`src/rtl/ser_tx.sv`:
```
// Parallel-to-serial frame transmitter: start(0), DATA_W data bits LSB first, optional parity, stop(1).
// Define SER_TX_PARITY_EN to insert an even-parity bit between the data and the stop bit.
module ser_tx #(
  parameter int DATA_W = 8,
  parameter int DIV    = 4
) (
  input  logic              clk,
  input  logic              rst_n,
  input  logic [DATA_W-1:0] din,
  input  logic              din_valid,
  output logic              din_ready,
  output logic              sout,
  output logic              busy,
  output logic              done
);

  localparam int BITW = $clog2(DATA_W + 1);
  localparam int DIVW = (DIV > 1) ? $clog2(DIV) : 1;
  localparam logic [DIVW-1:0] DIV_LAST = DIVW'(DIV - 1);
  localparam logic [BITW-1:0] BIT_LAST = BITW'(DATA_W - 1);

`ifdef SER_TX_PARITY_EN
  typedef enum logic [2:0] {IDLE, START, DATA, PARITY, STOP} state_t;
`else
  typedef enum logic [2:0] {IDLE, START, DATA, STOP} state_t;
`endif

  state_t              state, state_d;
  logic [DATA_W-1:0]   shift, shift_d;
  logic [BITW-1:0]     bitcnt, bitcnt_d;
  logic [DIVW-1:0]     divcnt, divcnt_d;
  logic                sout_d;
  logic                done_d;
  logic                bit_end;
`ifdef SER_TX_PARITY_EN
  logic                par_q, par_d;
`endif

  assign bit_end = (divcnt == DIV_LAST);

  // sout is registered alongside the state so the line is glitch-free at the far end.
  always_ff @(posedge clk) begin
    if (!rst_n) begin
      state  <= IDLE;
      shift  <= '0;
      bitcnt <= '0;
      divcnt <= '0;
      sout   <= 1'b1;
      done   <= 1'b0;
`ifdef SER_TX_PARITY_EN
      par_q  <= 1'b0;
`endif
    end else begin
      state  <= state_d;
      shift  <= shift_d;
      bitcnt <= bitcnt_d;
      divcnt <= divcnt_d;
      sout   <= sout_d;
      done   <= done_d;
`ifdef SER_TX_PARITY_EN
      par_q  <= par_d;
`endif
    end
  end

  always_comb begin
    state_d  = state;
    shift_d  = shift;
    bitcnt_d = bitcnt;
    divcnt_d = divcnt;
    done_d   = 1'b0;
`ifdef SER_TX_PARITY_EN
    par_d    = par_q;
`endif
    if (state != IDLE) begin
      divcnt_d = bit_end ? '0 : divcnt + 1'b1;
    end
    case (state)
      IDLE: begin
        if (din_valid) begin
          state_d  = START;
          shift_d  = din;
          bitcnt_d = '0;
          divcnt_d = '0;
`ifdef SER_TX_PARITY_EN
          par_d    = ^din;
`endif
        end
      end
      START: begin
        if (bit_end) state_d = DATA;
      end
      DATA: begin
        if (bit_end) begin
          shift_d = shift >> 1;
          if (bitcnt == BIT_LAST) begin
            bitcnt_d = '0;
`ifdef SER_TX_PARITY_EN
            state_d  = PARITY;
`else
            state_d  = STOP;
`endif
          end else begin
            bitcnt_d = bitcnt + 1'b1;
          end
        end
      end
`ifdef SER_TX_PARITY_EN
      PARITY: begin
        if (bit_end) state_d = STOP;
      end
`endif
      STOP: begin
        if (bit_end) begin
          state_d = IDLE;
          done_d  = 1'b1;
        end
      end
      default: state_d = IDLE;
    endcase
  end

  // The line value is looked up from the state being entered, so it changes on the same edge.
  always_comb begin
    din_ready = (state == IDLE);
    busy      = (state != IDLE);
    sout_d    = 1'b1;
    case (state_d)
      START:   sout_d = 1'b0;
      DATA:    sout_d = shift_d[0];
`ifdef SER_TX_PARITY_EN
      PARITY:  sout_d = par_d;
`endif
      default: sout_d = 1'b1;
    endcase
  end

endmodule
```
`config.mk`:
```
export PLATFORM = sky130hd
export DESIGN_NAME = ser_tx
export DESIGN_NICKNAME = d
export VERILOG_FILES = /design/src/rtl/ser_tx.sv
export SDC_FILE = /design/constraint.sdc
export NUM_CORES = 1
export LEC_CHECK = 0
export ABC_AREA = 1
export CAP_MARGIN = 20
export CORE_MARGIN = 3
export CORE_UTILIZATION = 28
export DETAILED_ROUTE_END_ITERATION = 10
export GPL_ROUTABILITY_DRIVEN = 0
export PLACE_DENSITY_LB_ADDON = 0.08
export SLEW_MARGIN = 10
export SYNTH_ARGS = -nofsm -noshare
export SYNTH_HDL_FRONTEND = slang
export SYNTH_SLANG_ARGS = --single-unit
```
`constraint.sdc`:
```
create_clock -name clk -period 1.75 [get_ports clk]
set_clock_uncertainty 0.2 [all_clocks]
set_input_delay 0.4375 -clock clk [delete_from_list [all_inputs] [get_ports clk]]
set_output_delay 0.4375 -clock clk [all_outputs]
set_load 0.03 [all_outputs]
```
==> impl_metrics.xml <==
<?xml version="1.0" encoding="UTF-8"?>
<metrics>
  <group name="global_routing">
    <metric name="overflow" unit="">0</metric>
    <metric name="globalRouteTotalUtil" unit="%">10.7</metric>
    <metric name="grt_start_max_net_pins" unit="">11</metric>
    <metric name="number_of_antenna_violations_at_the_first_check_in_global_routing" unit="">0</metric>
    <metric name="global_route_met1_utilization" unit="%">13.4</metric>
    <metric name="grt_first_pass_wirelength" unit="um">3480</metric>
    <metric name="use_met3" unit="%">2.64</metric>
    <metric name="globalRoute.busiestLayer" unit="">met2</metric>
    <metric name="globalRouteMet2Util" unit="%">17.7</metric>
    <metric name="first_global_vias" unit="">812</metric>
  </group>
  <group name="synth">
    <metric name="syn_inst" unit="">139</metric>
    <metric name="summed_instance_area_of_the_synthesized_netlist" unit="um^2">941</metric>
    <metric name="adder_cell_share_of_the_synthesized_area" unit="%">2.66</metric>
    <metric name="synth_fp_nets" unit="">152</metric>
    <metric name="synth_compound_gate_area_share" unit="%">11.7</metric>
    <metric name="yosys.area_share.xor_xnor" unit="%">0</metric>
    <metric name="muxShareOfSynthArea" unit="%">0</metric>
    <metric name="syn-mean-instance-area" unit="um^2">6.77</metric>
    <metric name="synth-simple-area-share" unit="%">36.0</metric>
    <metric name="synth_top_family_by_area" unit="">simple AND/OR/NAND/NOR gates</metric>
    <metric name="flop_and_latch_count_out_of_synthesis" unit="">19</metric>
    <metric name="synth_cell_types" unit="">21</metric>
    <metric name="seq_area_frac_synth" unit="%">40.4</metric>
    <metric name="yosys_warnings" unit="">0</metric>
  </group>
  <group name="placement">
    <metric name="post-dp-hpwl" unit="um">1600</metric>
    <metric name="numPortBuffers" unit="">14</metric>
    <metric name="post_dp_cell_area" unit="mm^2">0.00119</metric>
    <metric name="place_worst_setup_slack" unit="ps">-148</metric>
  </group>
  <group name="critical_path">
    <metric name="worst_path_cell_trace" unit="">nor2_4 &gt; nand2_4 &gt; inv_4 &gt; buf_6</metric>
    <metric name="crit_required" unit="ps">1110</metric>
    <metric name="cp_max_fo" unit="">4</metric>
    <metric name="setup.worst_path.end_class" unit="">output port</metric>
    <metric name="critPathTopFamily" unit="">flip-flops</metric>
    <metric name="critPathBufInv" unit="">2</metric>
    <metric name="crit_path_max_incr_delay" unit="ps">350</metric>
    <metric name="crit_arrival" unit="ps">1040</metric>
    <metric name="criticalPathCategory" unit="">reg2out</metric>
    <metric name="worstSetupStartpointType" unit="">flip-flop</metric>
    <metric name="crit_path_top_delay_cell" unit="">dfxtp_2</metric>
  </group>
  <group name="floorplanning">
    <metric name="overall_die_area" unit="mm^2">0.00409</metric>
    <metric name="die_x" unit="um">64.0</metric>
    <metric name="core_region_area" unit="mm^2">0.00313</metric>
    <metric name="rows" unit="">20</metric>
    <metric name="initial_core_util" unit="%">30.1</metric>
    <metric name="chipHeight" unit="um">64.0</metric>
    <metric name="boundaryPins" unit="">15</metric>
  </group>
  <group name="route">
    <metric name="drt_pre_antenna_iters" unit="">4</metric>
    <metric name="wirelength" unit="um">2050</metric>
    <metric name="route.vias.total" unit="">901</metric>
    <metric name="drc_errors" unit="">0</metric>
    <metric name="wl_per_cell" unit="um">9.67</metric>
    <metric name="initialDrtViolationCount" unit="">21</metric>
    <metric name="drtAntennaViolNets" unit="">0</metric>
    <metric name="detail_route.vias_per_cell" unit="">4.25</metric>
  </group>
  <group name="timing">
    <metric name="setup_slack_after_layout" unit="ps">69.1</metric>
    <metric name="layout_min_cycle_time" unit="ps">1680</metric>
    <metric name="final.period_utilization" unit="%">96.1</metric>
    <metric name="achievable-frequency" unit="MHz">595</metric>
    <metric name="slew_violations" unit="">0</metric>
    <metric name="setup_viol_count_final" unit="">0</metric>
    <metric name="grt_setup_unrepaired" unit="">yes</metric>
    <metric name="final_hold_violation_count" unit="">0</metric>
  </group>
  <group name="power">
    <metric name="power.combinational.fraction" unit="%">17.1</metric>
    <metric name="power.leakage" unit="uW">0.000588</metric>
    <metric name="power-per-cell-area" unit="mW/mm^2">656</metric>
    <metric name="switching_power_summed_over_all_nets" unit="uW">219</metric>
    <metric name="cellInternalPower" unit="uW">608</metric>
    <metric name="power_switching_share" unit="%">26.5</metric>
    <metric name="clockPowerShare" unit="%">27.0</metric>
    <metric name="vdd_ir_drop_max" unit="V">0.000259</metric>
    <metric name="total_power" unit="uW">827</metric>
    <metric name="seqPwrFrac" unit="%">55.9</metric>
  </group>
  <group name="finish">
    <metric name="seqCellArea" unit="um^2">385</metric>
    <metric name="nNetsFinal" unit="">182</metric>
    <metric name="area_delta_synth_final" unit="%">33.9</metric>
    <metric name="nFillCells" unit="">348</metric>
    <metric name="multiInputGateArea" unit="um^2">485</metric>
    <metric name="post_route_cells_drive_above_1_share" unit="%">18.5</metric>
    <metric name="diodes" unit="">0</metric>
    <metric name="final_design_area_no_fill" unit="mm^2">0.00126</metric>
  </group>
  <group name="clocking">
    <metric name="cts_htree_levels" unit="">1</metric>
    <metric name="cts_root_buf" unit="">clkbuf_4</metric>
    <metric name="clk_latency" unit="ps">290</metric>
    <metric name="clkSinkCount" unit="">19</metric>
    <metric name="clock_tree_from_tritoncts" unit="">done</metric>
    <metric name="cts_buffer_depth" unit="">2</metric>
    <metric name="clk_pin_slew" unit="ps">110</metric>
    <metric name="cts_buffers" unit="">3</metric>
  </group>
  <group name="hold_path">
    <metric name="hold_class" unit="">reg2reg</metric>
  </group>
  <group name="status">
    <metric name="run_status" unit="">finished clean</metric>
  </group>
  <group name="job">
    <metric name="maxCapViolations" unit="">0</metric>
  </group>
</metrics>
## cells by family (layout without fill, tap and decap cells)
family          count (synthesis)  count (layout)
compound gates                 19              19
fa+ha+maj                       2               2
buf+inv                        22              51
flops                          19              19
other cells                     1               1
simple gates                   76              76
## area by class of cell
| cell class | instances | share of cell area, % |
|---|---|---|
| clock buffers | 4 | 2.09 |
| inverters | 21 | 6.45 |
| multi-input cells | 98 | 38.5 |
| flip-flops and latches | 19 | 30.6 |
| well taps | 44 | 4.37 |
| repair buffers | 26 | 18.0 |
## worst reg2reg max path, stage by stage, from the launching register on
cell and delay (ps):
dfxtp_1 390, ha_1 190, nand2_1 70, nor2_1 210, nand3_1 140, nand2_1 90
nand2_1 60, nor2_1 90, nor2_1 40
## cell usage after synthesis (all sizes together)
library cell	number	area share, %
and3	1	0.67
dfxtp	19	40
or2	1	0.67
nor3	1	0.53
clkinv	1	0.40
nor2	12	6.4
a21oi	12	6.8
ha	2	2.7
nand2	53	22
inv	20	8.0
clkbuf	1	0.40
nand3	8	5.6
o21ai	7	4.9
conb	1	0.40
## per-layer routing
metal | vias to the layer above | share of wire, %
li1 | 485 | -
met1 | 407 | 49
met2 | 7 | 48
met3 | 2 | 1.9
met4 | 0 | 0.93
met5 | - | 0
## power by group through the flow
stage	clock, uW	combinational [uW]	sequential (uW)
after floorplan	0	71.1	473
after global placement	0	132	472
after detailed placement	0	133	472
after CTS	236	136	463
after global routing	268	159	465
final	223	142	462
## final timing paths
kind | from | endpoint | slack [ps] | cells after the start
worst max-delay path | state[0] | din_ready | 70 | 4
worst min-delay path | shift[2] | shift[2] | 280 | 2
worst max register to register | bitcnt[0] | sout | 180 | 8
worst min register to register | shift[2] | shift[2] | 280 | 2
## placed cells by master (no fill, tap or decap), types with 2 or more instances in the layout
cell,n
a21oi_1,11
buf_4,13
clkbuf_4,3
clkdlybuf4s50_1,10
dfxtp_1,17
dlygate4sd2_1,2
ha_1,2
inv_1,17
inv_2,2
nand2_1,50
nand2_4,2
nand3_1,7
nor2_1,10
nor2_4,2
o21ai_0,6
## through the flow
stage          hold slack (ps)  TNS, ps  utilization, %  instances
2_1_floorplan              240        0               -        139
3_3_place_gp               251     -980            38.2        205
3_5_place_dp               257    -1230            38.2        205
4_1_cts                    276        0            39.3        210
5_1_grt                    300    -7.32            40.3        212
6_report                   276        0            40.3        212
## state kept, by name, summed over array words and instances, names as in the netlist
signal / flops
divcnt: 2
done: 1
shift: 8
state: 3
sout: 1
bitcnt: 4
## timing repair
| item | in CTS | in global routing |
|---|---|---|
| gates resized for setup | 6 | 5 |
| hold buffers | 0 | 0 |
| setup buffers | 1 | 2 |
| setup endpoints to repair | 4 | 2 |
| pin swaps | 1 | 1 |
No activity file was read; power rests on OpenSTA's default activity.
